**config.mk**
```make
export PLATFORM = sky130hd
export DESIGN_NAME = ddr_maint_cmd
export DESIGN_NICKNAME = d
export VERILOG_FILES = /design/src/rtl/ddr_maint_cmd_pkg.sv /design/src/rtl/ddr_maint_timer.sv /design/src/rtl/ddr_maint_cmd.sv
export SDC_FILE = /design/constraint.sdc
export NUM_CORES = 1
export LEC_CHECK = 0
export CAP_MARGIN = 20
export CELL_PAD_IN_SITES_DETAIL_PLACEMENT = 2
export CELL_PAD_IN_SITES_GLOBAL_PLACEMENT = 2
export CORE_MARGIN = 1.5
export CORE_UTILIZATION = 35
export DETAILED_ROUTE_END_ITERATION = 8
export HOLD_SLACK_MARGIN = 0.03
export PLACE_DENSITY_LB_ADDON = 0.1
export SETUP_SLACK_MARGIN = 0.2
export SYNTH_ARGS = -nofsm -noshare
export SYNTH_HDL_FRONTEND = slang
export SYNTH_SLANG_ARGS = --single-unit
```
**constraint.sdc**
```tcl
create_clock -name clock_t -period 4.1 [get_ports clock_t]
set_input_delay 0.82 -clock clock_t [delete_from_list [all_inputs] [get_ports clock_t]]
set_output_delay 0.82 -clock clock_t [all_outputs]
set_load 0.03 [all_outputs]
```
**src/rtl/ddr_maint_cmd_pkg.sv**
```systemverilog
// Shared definitions for the DDR4 maintenance command sequencer: FSM states,
// command-pin encodings, default timing and address-bus width.
package ddr_maint_cmd_pkg;

    typedef enum logic [2:0] {
        M_IDLE,
        M_PREA,
        M_TRP,
        M_REF,
        M_TRFC,
        M_MRS,
        M_TMOD
    } maint_fsm_type;

    // Address bus / MR payload width (A10 must exist for PREA)
    localparam int MRS_WIDTH = 14;

    // Default command spacing in clock cycles
    localparam int tRP  = 4;
    localparam int tRFC = 12;
    localparam int tMOD = 6;

    // Command pin encodings, ordered {cs_n, act_n, ras_n, cas_n, we_n}
    localparam logic [4:0] CMD_NOP  = 5'b11111;
    localparam logic [4:0] CMD_PREA = 5'b01010;
    localparam logic [4:0] CMD_REF  = 5'b01001;
    localparam logic [4:0] CMD_MRS  = 5'b01000;

    // A10 high selects all banks on a precharge
    localparam logic [MRS_WIDTH-1:0] ADDR_A10 = MRS_WIDTH'(1024);

endpackage

```
**src/rtl/ddr_maint_timer.sv**
```systemverilog
// Loadable down-counter shared by the tRP, tRFC and tMOD wait states.
// done is high for the single cycle in which the count equals 1, so a load of
// N yields exactly N wait cycles before the owning FSM moves on.
module ddr_maint_timer #(
    parameter int W = 4
) (
    input  logic         clock_t,
    input  logic         reset_n,
    input  logic         load,
    input  logic [W-1:0] load_val,
    output logic         done
);

    logic [W-1:0] cnt;

    // Load a new wait length or count down towards zero
    always_ff @(posedge clock_t or negedge reset_n) begin
        if (!reset_n) begin
            cnt <= '0;
        end else if (load) begin
            cnt <= load_val;
        end else if (cnt != '0) begin
            cnt <= cnt - 1'b1;
        end
    end

    assign done = (cnt == W'(1));

endmodule

```
**src/rtl/ddr_maint_cmd.sv**
```systemverilog
// DDR4 maintenance command sequencer: tracks outstanding read/write traffic,
// and once traffic is drained issues PREA followed by REF or MRS, honouring
// tRP, tRFC and tMOD. Refresh always wins over a pending mode-register write.
module ddr_maint_cmd
    import ddr_maint_cmd_pkg::*;
#(
    parameter int CNT_W   = 4,
    parameter int T_RP    = tRP,
    parameter int T_RFC   = tRFC,
    parameter int T_MOD_P = tMOD
) (
    input  logic                 clock_t,
    input  logic                 reset_n,
    input  logic                 rw_proc,
    input  logic                 refresh_rdy,
    input  logic                 mrs_update_rdy,
    input  logic [MRS_WIDTH-1:0] mrs_update_cmd,
    input  logic                 rw_issue,
    input  logic                 rw_retire,
    output logic                 rw_idle,
    output logic                 maint_busy,
    output logic                 cs_n,
    output logic                 act_n,
    output logic                 ras_n,
    output logic                 cas_n,
    output logic                 we_n,
    output logic [1:0]           bg,
    output logic [1:0]           ba,
    output logic [MRS_WIDTH-1:0] addr,
    output logic                 err_underflow
);

    localparam int T_MAX = (T_RFC > T_MOD_P) ? ((T_RFC > T_RP) ? T_RFC : T_RP)
                                             : ((T_MOD_P > T_RP) ? T_MOD_P : T_RP);
    localparam int TMR_W = $clog2(T_MAX + 1);
    localparam logic [CNT_W-1:0] CNT_MAX = '1;

    maint_fsm_type        state;
    logic [CNT_W-1:0]     cnt;
    logic                 pend_ref;
    logic                 pend_mrs;
    logic [MRS_WIDTH-1:0] mrs_payload;
    logic [4:0]           cmd_q;
    logic                 go;
    logic                 tmr_load;
    logic [TMR_W-1:0]     tmr_val;
    logic                 tmr_done;

    assign go = (pend_ref || pend_mrs) && !rw_proc && (cnt == '0);

    assign {cs_n, act_n, ras_n, cas_n, we_n} = cmd_q;
    // PREA is all-bank and MRS always targets MR0, so bank selects stay zero
    assign bg = 2'b00;
    assign ba = 2'b00;

    // Outstanding transaction count, drained-traffic flag and sticky error
    always_ff @(posedge clock_t or negedge reset_n) begin
        if (!reset_n) begin
            cnt           <= '0;
            err_underflow <= 1'b0;
            rw_idle       <= 1'b0;
        end else begin
            if (rw_issue && !rw_retire) begin
                if (cnt != CNT_MAX) cnt <= cnt + 1'b1;
            end else if (rw_retire && !rw_issue) begin
                if (cnt == '0) err_underflow <= 1'b1;
                else           cnt <= cnt - 1'b1;
            end
            if (rw_issue && maint_busy) err_underflow <= 1'b1;
            rw_idle <= !rw_proc && (cnt == '0) && (state == M_IDLE);
        end
    end

    // MR payload is plain data captured with its request strobe
    always_ff @(posedge clock_t) begin
        if (mrs_update_rdy) mrs_payload <= mrs_update_cmd;
    end

    // Arm the shared timer as each command leaves the pins
    always_comb begin
        tmr_load = 1'b0;
        tmr_val  = '0;
        case (state)
            M_PREA: begin tmr_load = 1'b1; tmr_val = TMR_W'(T_RP - 1);    end
            M_REF:  begin tmr_load = 1'b1; tmr_val = TMR_W'(T_RFC - 1);   end
            M_MRS:  begin tmr_load = 1'b1; tmr_val = TMR_W'(T_MOD_P - 1); end
            default: ;
        endcase
    end

    ddr_maint_timer #(.W(TMR_W)) u_timer (
        .clock_t  (clock_t),
        .reset_n  (reset_n),
        .load     (tmr_load),
        .load_val (tmr_val),
        .done     (tmr_done)
    );

    // Sequencer: registered pins always carry the command of the state being entered
    always_ff @(posedge clock_t or negedge reset_n) begin
        if (!reset_n) begin
            state      <= M_IDLE;
            cmd_q      <= CMD_NOP;
            addr       <= '0;
            maint_busy <= 1'b0;
            pend_ref   <= 1'b0;
            pend_mrs   <= 1'b0;
        end else begin
            cmd_q      <= CMD_NOP;
            addr       <= '0;
            maint_busy <= 1'b1;
            pend_ref   <= pend_ref | refresh_rdy;
            pend_mrs   <= pend_mrs | mrs_update_rdy;
            case (state)
                M_IDLE: begin
                    if (go) begin
                        state <= M_PREA;
                        cmd_q <= CMD_PREA;
                        addr  <= ADDR_A10;
                    end else begin
                        maint_busy <= 1'b0;
                    end
                end
                M_PREA: state <= M_TRP;
                M_TRP: begin
                    // Requests are cleared as they are issued; a strobe in the
                    // same cycle re-arms them for a later sequence
                    if (tmr_done) begin
                        if (pend_ref) begin
                            state    <= M_REF;
                            cmd_q    <= CMD_REF;
                            pend_ref <= refresh_rdy;
                        end else begin
                            state    <= M_MRS;
                            cmd_q    <= CMD_MRS;
                            addr     <= mrs_payload;
                            pend_mrs <= mrs_update_rdy;
                        end
                    end
                end
                M_REF: state <= M_TRFC;
                M_TRFC: begin
                    if (tmr_done) begin
                        state      <= M_IDLE;
                        maint_busy <= 1'b0;
                    end
                end
                M_MRS: state <= M_TMOD;
                M_TMOD: begin
                    if (tmr_done) begin
                        state      <= M_IDLE;
                        maint_busy <= 1'b0;
                    end
                end
                default: begin
                    state      <= M_IDLE;
                    maint_busy <= 1'b0;
                end
            endcase
        end
    end

endmodule

```
Yosys cells after proc, flatten, opt, wreduce, memory -nomap -nowiden
Index checks and enable logic that the tools add are counted.
Cells by class
  muxes and demuxes: 34
  bitwise operators: 2
  reduce and logical (&&, ||, !) cells: 24
  add/sub/neg operators: 3
  equal/unequal tests: 14
Operators by type and width (count)
  $mux 14: 2
  $pmux 14 s2: 1
  $mux 4: 6
  $pmux 3 s6: 1
  $mux 1: 14
  $mux 3: 4
  $pmux 4 s3: 1
  $mux 11: 1
  $mux 5: 2
  $pmux 5 s2: 1
  $eq 3x3->1 const B: 3
  $reduce_and 3->1: 3
  $reduce_bool 2->1: 4
  $sub 4x1->4 const B: 2
  $logic_and 1x1->1: 7
  $eq 3x2->1 const B: 2
  $ne 2x1->1 const B: 3
  $ne 2x2->1 const B: 3
  $add 4x1->4 const B: 1
  $eq 4x1->1 const B: 1
  $logic_not 4->1: 1
  $ne 4x4->1 const B: 1
  $reduce_bool 4->1: 1
  $reduce_or 4->1: 1
  8 further kinds: 11
Word-level totals
  word-level logic and storage cells: 88
  output and inout port bits: 26
  register bits: 49

Longest topological paths before layout
Gate-level depths: netlist (run 1).
  depth after elaboration: 5
  depth in mapped cells: 8
  gate-level depth less buffers: 8

Modules after synthesis
A second synthesis (run 1) with hierarchy kept.
Second synthesis, totals
  cells, all modules: 145
  area total of the unflattened synthesis: 1953.1 µm²
Modules (own cells, without submodules)
  ddr_maint_cmd: area each 1687.9 µm², seq. area each 1149.9 µm², cells an instance 121, instances 1
  ddr_maint_timer: area each 265.3 µm², seq. area each 100.1 µm², cells an instance 24, instances 1

Worst setup path after synthesis (run 1)
Ideal clock, no wire load.
  path type: input to register
  start point: input port rw_retire
  end point: register cnt[3]
  stages: 8
  library setup time: 123 ps
  slack: 1985 ps
  arrival time: 1991 ps
  buffers on the path: 0
  cells stage by stage: inv_1 ha_1 inv_1 ha_1 a21oi_1 and3_1 o21ai_1 xnor2_1
On the way
  cells in the longest elaborated chain, start to end: 4
Ends and longest elaborated chain
  start: declaration: RTL line ddr_maint_cmd.sv:19  | input logic rw_retire,
  $logic_not 1->1: RTL line ddr_maint_cmd.sv:63  | if (rw_issue && !rw_retire) begin
  $logic_and 1x1->1: RTL line ddr_maint_cmd.sv:63
  $ne 2x1->1 (no line), or another cell as far along
  $reduce_and 3->1 (no line)
  end signal: assignment: RTL line ddr_maint_cmd.sv:64  | if (cnt != CNT_MAX) cnt <= cnt + 1'b1;
  end signal: assignment: RTL line ddr_maint_cmd.sv:67  | else cnt <= cnt - 1'b1;
  end: declaration: RTL line ddr_maint_cmd.sv:39  | logic [CNT_W-1:0] cnt;
Several ways; a longest one is shown, not always the timed one.
A chain may end at the register's enable or synchronous reset.

Final worst setup path (run 1)
  start point: input port rw_issue
  end point: register cnt[3]
On the way
  cells in the longest elaborated chain, start to end: 4
Ends and longest elaborated chain
  start: declaration: RTL line ddr_maint_cmd.sv:18  | input logic rw_issue,
  $logic_not 1->1: RTL line ddr_maint_cmd.sv:65  | end else if (rw_retire && !rw_issue) begin
  $logic_and 1x1->1: RTL line ddr_maint_cmd.sv:65
  $reduce_bool 2->1 (no line)
  $reduce_and 3->1 (no line)
Several ways; a longest one is shown, not always the timed one.

==> impl_metrics.ini, run 1 <==
[timing]
finalCritPeriodShare_pct = 60.30
finalHoldViolCount = 0
maxSlewHeadroom_pct = 53.13
max_freq_ghz = 0.4045
rsz0062_at_grt = no
skew_ns = 0.007914
setup_viol = 0
fin_setup_tns_ns = 0
holdWs_ns = 0.4568
timing.final.crit_period_ns = 2.472
maxSlewViolCount = 0
tightest_slew_ns = 0.7008

[drt]
vias_per_cell = 4.701
drt_wl_total_um = 4163
vias = 1227
drt_iter0_drc = 62
avgRoutedWirePerCell_um = 15.95
drtPass1Iterations = 2
drc_errors = 0
antenna_left = 0

[clock_network]
cts_root_buf = clkbuf_8
cts_hold_buffers = 0
cts_buffers = 5
clk_latency_ns = 0.30
postCtsSetupBuffers = 0
clk_path_buf_depth = 2
cts.repair.resized = 0
clk_pin_slew_ns = 0.09
cts_htree_levels = 2
numClockSinks = 47
cts_tree = yes

[power]
ir_drop_mv = 0.2449
p_switching_uw = 462.8
seqPwrFrac_pct = 47.7
power.share.clock_pct = 23.7
power_leakage_uw = 0.001047
swShare_pct = 33.14
p_comb_share_pct = 28.6
pwr_density_cell_nw_per_um2 = 555.6
intPower_uw = 933.7

[hold_path]
worstHoldPathCells = 1
min_path_type = flop to flop

[critical_path]
r2r_setup_slack_ns = 2.37
endpoint_kind = flop
arrival_ns = 2.66
rr_startpoint = u_timer.cnt[1]
startpoint_type = input port
cp_max_fo = 5
path_class = input port to flop
reg2reg_depth = 6
r2r_end = addr[3]
crit_end = cnt[3]
cp.required_ns = 4.29
crit_start = rw_issue

[yosys]
synthesis.area_sq_um = 1958
synth_seq_cells = 47
synth_top_area_share_pct = 38.34
synth.distinct_cells = 39
yosysWarnings = 0
yosys-top-cells-area = dfrtp_1 38%, edfxtp_1 21%, and2_1 4.5%, dfstp_2 4.0%, ha_1 3.8%
syn_area_per_cell_sq_um = 13.41
yosysTopAreaCell = dfrtp_1
yosysSeqAreaShare_pct = 63.83
synthCells = 146

[layout]
layoutNonFillerInstCount = 261
final_nets = 216
diodes = 0
drive_gt1_share_pct = 10.58
syn2layout_area_growth_pct = 28.37
nFillCells = 559

[floorplan]
fp-row-count = 27
die_area_sq_um = 6052
coreArea_sq_um = 5439
dieHeight_um = 77.80
die_x_um = 77.80
start_util_pct = 36.00
io_pins = 47

[global_routing]
grt_first_pass_wirelength_um = 7120
grt_pass1_vias = 1453
antenna_found_initial = 0
overflow = 0
grt_max_degree = 34
globalRouteTotalUtil_pct = 15.48

[placement]
hpwl_um = 2985
dp_cells = 253
gp_congestion = 0.7050
place.port_buffers = 41

[status]
outcome = complete, no violations

[run]
max_cap_viol_count = 0
## power by group through the flow
stage / Combinational [uW] / Sequential (uW) / Clock (uW)
floorplan: 291 / 655 / 0
global placement: 370 / 665 / 0
detailed placement: 404 / 678 / 0
CTS: 409 / 669 / 342
global route: 449 / 681 / 361
finish: 399 / 666 / 331
## cells by family (layout without fill, tap and decap cells)
group / after synthesis / count (layout) / synth area share (%)
multiplexers: 2 / 2 / 1.150
AO/OA/AOI/OAI: 23 / 23 / 7.860
XOR/XNOR: 6 / 6 / 2.684
flip-flops: 47 / 47 / 63.83
buffers and inverters: 15 / 55 / 4.600
other: 2 / 5 / 0.3835
AND/OR/NAND/NOR: 44 / 44 / 14.63
adder cells (fa/ha/maj): 7 / 7 / 4.856
## through the flow
stage | power (uW) | util [%] | worst slack, ns | cell area, sq um
6_report | 1397 | 46.22 | 1.628 | 2514
5_1_grt | 1491 | 46.22 | 1.513 | 2514
4_1_cts | 1420 | 46.22 | 1.618 | 2514
3_5_place_dp | 1082 | 44.24 | 1.310 | 2406
3_3_place_gp | 1035 | 44.24 | 1.443 | 2406
2_1_floorplan | 945.7 | - | 1.985 | 1969
## per-layer routing
layer	vias up	wire length, um	GRT usage (%)
met4	0	56	5.455
met1	624	1710	17.12
li1	566	-	-
met3	5	202	4.471
met5	-	0	0
met2	32	2194	28.00
## placed cells by master, fill, tap and decap left out, types with 2 or more instances in the layout
master,instances
nor3_1,2
edfxtp_1,14
dfrtp_1,30
o21ai_0,6
nor2_1,6
clkdlybuf4s50_1,41
xor2_1,2
nand2b_1,2
dfstp_2,3
clkbuf_8,5
conb_1,5
o21ai_1,2
a21oi_1,8
nor2b_1,2
a21o_1,2
ha_1,6
nand2_1,5
and3_1,2
and2_1,14
nand3_1,3
inv_1,5
xnor2_1,4
## synth_stat cells
cell type / n
nor3_1: 2
a21bo_2: 1
o21ai_0: 6
mux2_1: 1
xnor2_1: 4
a21oi_1: 8
and2_1: 14
edfxtp_1: 14
a22oi_1: 1
nand2b_1: 2
buf_6: 1
dfstp_2: 3
nor3b_2: 1
buf_4: 6
xor2_1: 2
nor2b_1: 2
nand2_1: 5
fa_1: 1
ha_1: 6
or3_1: 1
conb_1: 2
o21a_1: 1
and4_4: 1
nor2_4: 1
nor3b_4: 1
dfrtp_1: 30
nor3_2: 1
a221oi_4: 1
o21ai_1: 2
buf_2: 3
and3_1: 2
inv_1: 5
o211ai_1: 1
nor3b_1: 1
nor2_1: 6
a21o_1: 2
nand3_4: 1
nand3_1: 3
mux2_2: 1
## cell type report
cell class	instances	area [sq um]	share of cell area [%]
timing repair buffer	42	417.9	16.63
tap	72	90.09	3.584
clock inverter	3	38.79	1.543
inverter	5	18.77	0.7466
clock buffer	5	68.82	2.738
sequential	47	1250	49.73
multi-input combinational	87	629.4	25.04
## registers in the layout, indices dropped and copies added, names as in the netlist
signal,count
mrs_payload,14
u_timer.cnt,4
cnt,4
rw_idle,1
maint_busy,1
pend_ref,1
cmd_q,3
pend_mrs,1
err_underflow,1
addr,14
state,3
## critical path, cell delays in order
cell and delay (ns):
clkdlybuf4s50_1 0.50, ha_1 0.25, inv_1 0.14, ha_1 0.34, a21oi_1 0.20, and3_1 0.19, o21ai_1 0.08, xnor2_1 0.14
## how the worst min path moves through the flow
stage | startpoint | end
floorplan | mrs_payload[0] | addr[0]
global placement | mrs_payload[11] | addr[11]
detailed placement | mrs_payload[4] | addr[4]
CTS | mrs_payload[4] | addr[4]
global route | mrs_payload[13] | addr[13]
finish | mrs_payload[4] | addr[4]
Power figures use the tool's default switching activity.
==> inputs of run 2 (changes only) <==
--- a/config.mk
+++ b/config.mk
@@ -9,7 +9,7 @@
 export CELL_PAD_IN_SITES_DETAIL_PLACEMENT = 2
 export CELL_PAD_IN_SITES_GLOBAL_PLACEMENT = 2
 export CORE_MARGIN = 1.5
-export CORE_UTILIZATION = 35
+export CORE_UTILIZATION = 32
 export DETAILED_ROUTE_END_ITERATION = 8
 export HOLD_SLACK_MARGIN = 0.03
 export PLACE_DENSITY_LB_ADDON = 0.1
==> constraint.sdc (replaced) <==
create_clock -name clock_t -period 2.3 [get_ports clock_t]
set_input_delay 0.46 -clock clock_t [delete_from_list [all_inputs] [get_ports clock_t]]
set_output_delay 0.46 -clock clock_t [all_outputs]
set_load 0.03 [all_outputs]
==> impl_metrics.ini, run 2 (synthesis gave the netlist of run 1 again) <==
[status]
outcome = complete, no violations

[power]
ir_drop_mv = 0.3290
power_leakage_uw = 0.001049
pwr_density_cell_nw_per_um2 = 995.3

[timing]
skew_ns = 0.009525
tightest_slew_ns = 0.6891
fin_setup_tns_ns = 0
max_freq_ghz = 0.5001
timing.final.crit_period_ns = 2.000
finalHoldViolCount = 0
maxSlewViolCount = 0
finalCritPeriodShare_pct = 86.95
rsz0062_at_grt = no
setup_viol = 0
maxSlewHeadroom_pct = 53.91

[layout]
final_common_cell = clkdlybuf4s50_1
final_cell_mix = 41 x clkdlybuf4s50_1, 30 x dfrtp_1, 14 x and2_1, 14 x edfxtp_1, 7 x a21oi_1
final_nets = 217
diodes = 0
largestRegisters = addr (14), mrs_payload (14)
drive_gt1_share_pct = 12.11
fin_util_pct = 42.96
syn2layout_area_growth_pct = 29.90
design_area_sq_um = 2544

[critical_path]
reg2reg_depth = 6
path_class = flop to output pin
cp.required_ns = 1.84
crit_end = cs_n
crit_start = cmd_q[2]
startpoint_type = flop
worstSetupPathDepth = 1
path_delay_family = buffers and inverters
cp_num_buf_inv = 1
r2r_end = addr[5]
crit_path_max_incr_delay_ns = 0.67
arrival_ns = 1.54
rr_startpoint = u_timer.cnt[1]
endpoint_kind = output pin
path_cells = clkdlybuf4s50_1
slowest_stage = clkdlybuf4s50_1
r2r_setup_slack_ns = 0.65
cp_max_fo = 2

[global_routing]
antenna_found_initial = 0
grt_busiest_layer = met2
use_met2_pct = 27.50
grt_max_degree = 34
overflow = 0
grt_first_pass_wirelength_um = 7107
grt_use_met1_pct = 16.62
grt_pass1_vias = 1395
globalRouteTotalUtil_pct = 15.22
use_met3_pct = 5.056

[clock_network]
cts_root_buf = clkbuf_8
clk_latency_ns = 0.31
clk_path_buf_depth = 2
postCtsSetupBuffers = 0
cts_htree_levels = 2
cts_tree = yes
clk_pin_slew_ns = 0.09
cts_hold_buffers = 0
cts_buffers = 5
cts.repair.resized = 0
numClockSinks = 47

[drt]
drtPass1Iterations = 3
avgRoutedWirePerCell_um = 16.29
vias = 1210
drc_errors = 0
vias_per_cell = 4.566
drt_iter0_drc = 38
drt_wl_total_um = 4317
antenna_left = 0

[placement]
gp_congestion = 0.7465
hpwl_um = 3117
place.port_buffers = 41
placed_area_sq_um = 2417

[floorplan]
die_area_sq_um = 6598
coreArea_sq_um = 5921
dieHeight_um = 81.23
start_util_pct = 33.07
fp-row-count = 28
io_pins = 47
die_x_um = 81.23

[run]
max_cap_viol_count = 0

[hold_path]
min_path_type = flop to flop
[run 2: area by class of cell]
class,count,area [sq um]
Inverter,5,18.77
Tap cell,75,93.84
Clock inverter,2,37.54
Sequential cell,47,1250
Multi-Input combinational cell,87,645.6
Clock buffer,6,72.57
Timing Repair Buffer,43,425.4
Fill cell,610,3377
[run 2: worst min-delay path by stage]
stage / startpoint / endpoint / slack (ns) / cells after the start
6_report: mrs_payload[3] / addr[3] / 0.46 / 1
5_1_grt: mrs_payload[2] / addr[2] / 0.49 / 1
4_1_cts: mrs_payload[3] / addr[3] / 0.47 / 1
3_5_place_dp: mrs_payload[0] / addr[0] / 0.45 / 1
3_3_place_gp: mrs_payload[11] / addr[11] / 0.43 / 1
2_1_floorplan: reset_n / addr[0] / 0.16 / 0
[run 2: metrics by stage]
| stage | std cells | worst slack [ns] | hold WS, ns | power, uW |
|---|---|---|---|---|
| final | 265 | 0.3002 | 0.4599 | 2532 |
| after global routing | 265 | 0.2421 | 0.4865 | 2709 |
| after CTS | 265 | 0.2259 | 0.4669 | 2557 |
| after detailed placement | 257 | -0.1030 | 0.4526 | 1928 |
| after global placement | 257 | 0.08105 | 0.4286 | 1849 |
| after floorplan | 149 | 0.5454 | 0.1644 | 1686 |
[run 2: report_power, final]
part           switching [uW]  leakage [uW]  internal (uW)
Sequential                181      0.000550           1010
Clock                     283     0.0000514            324
Combinational             379      0.000447            356
Total                     843       0.00105           1690
[run 2: per-layer routing]
metal / up-vias / share of wire, %
met4: 0 / 0.88
met2: 35 / 55
met5: - / 0
li1: 565 / -
met3: 5 / 5.4
met1: 605 / 39
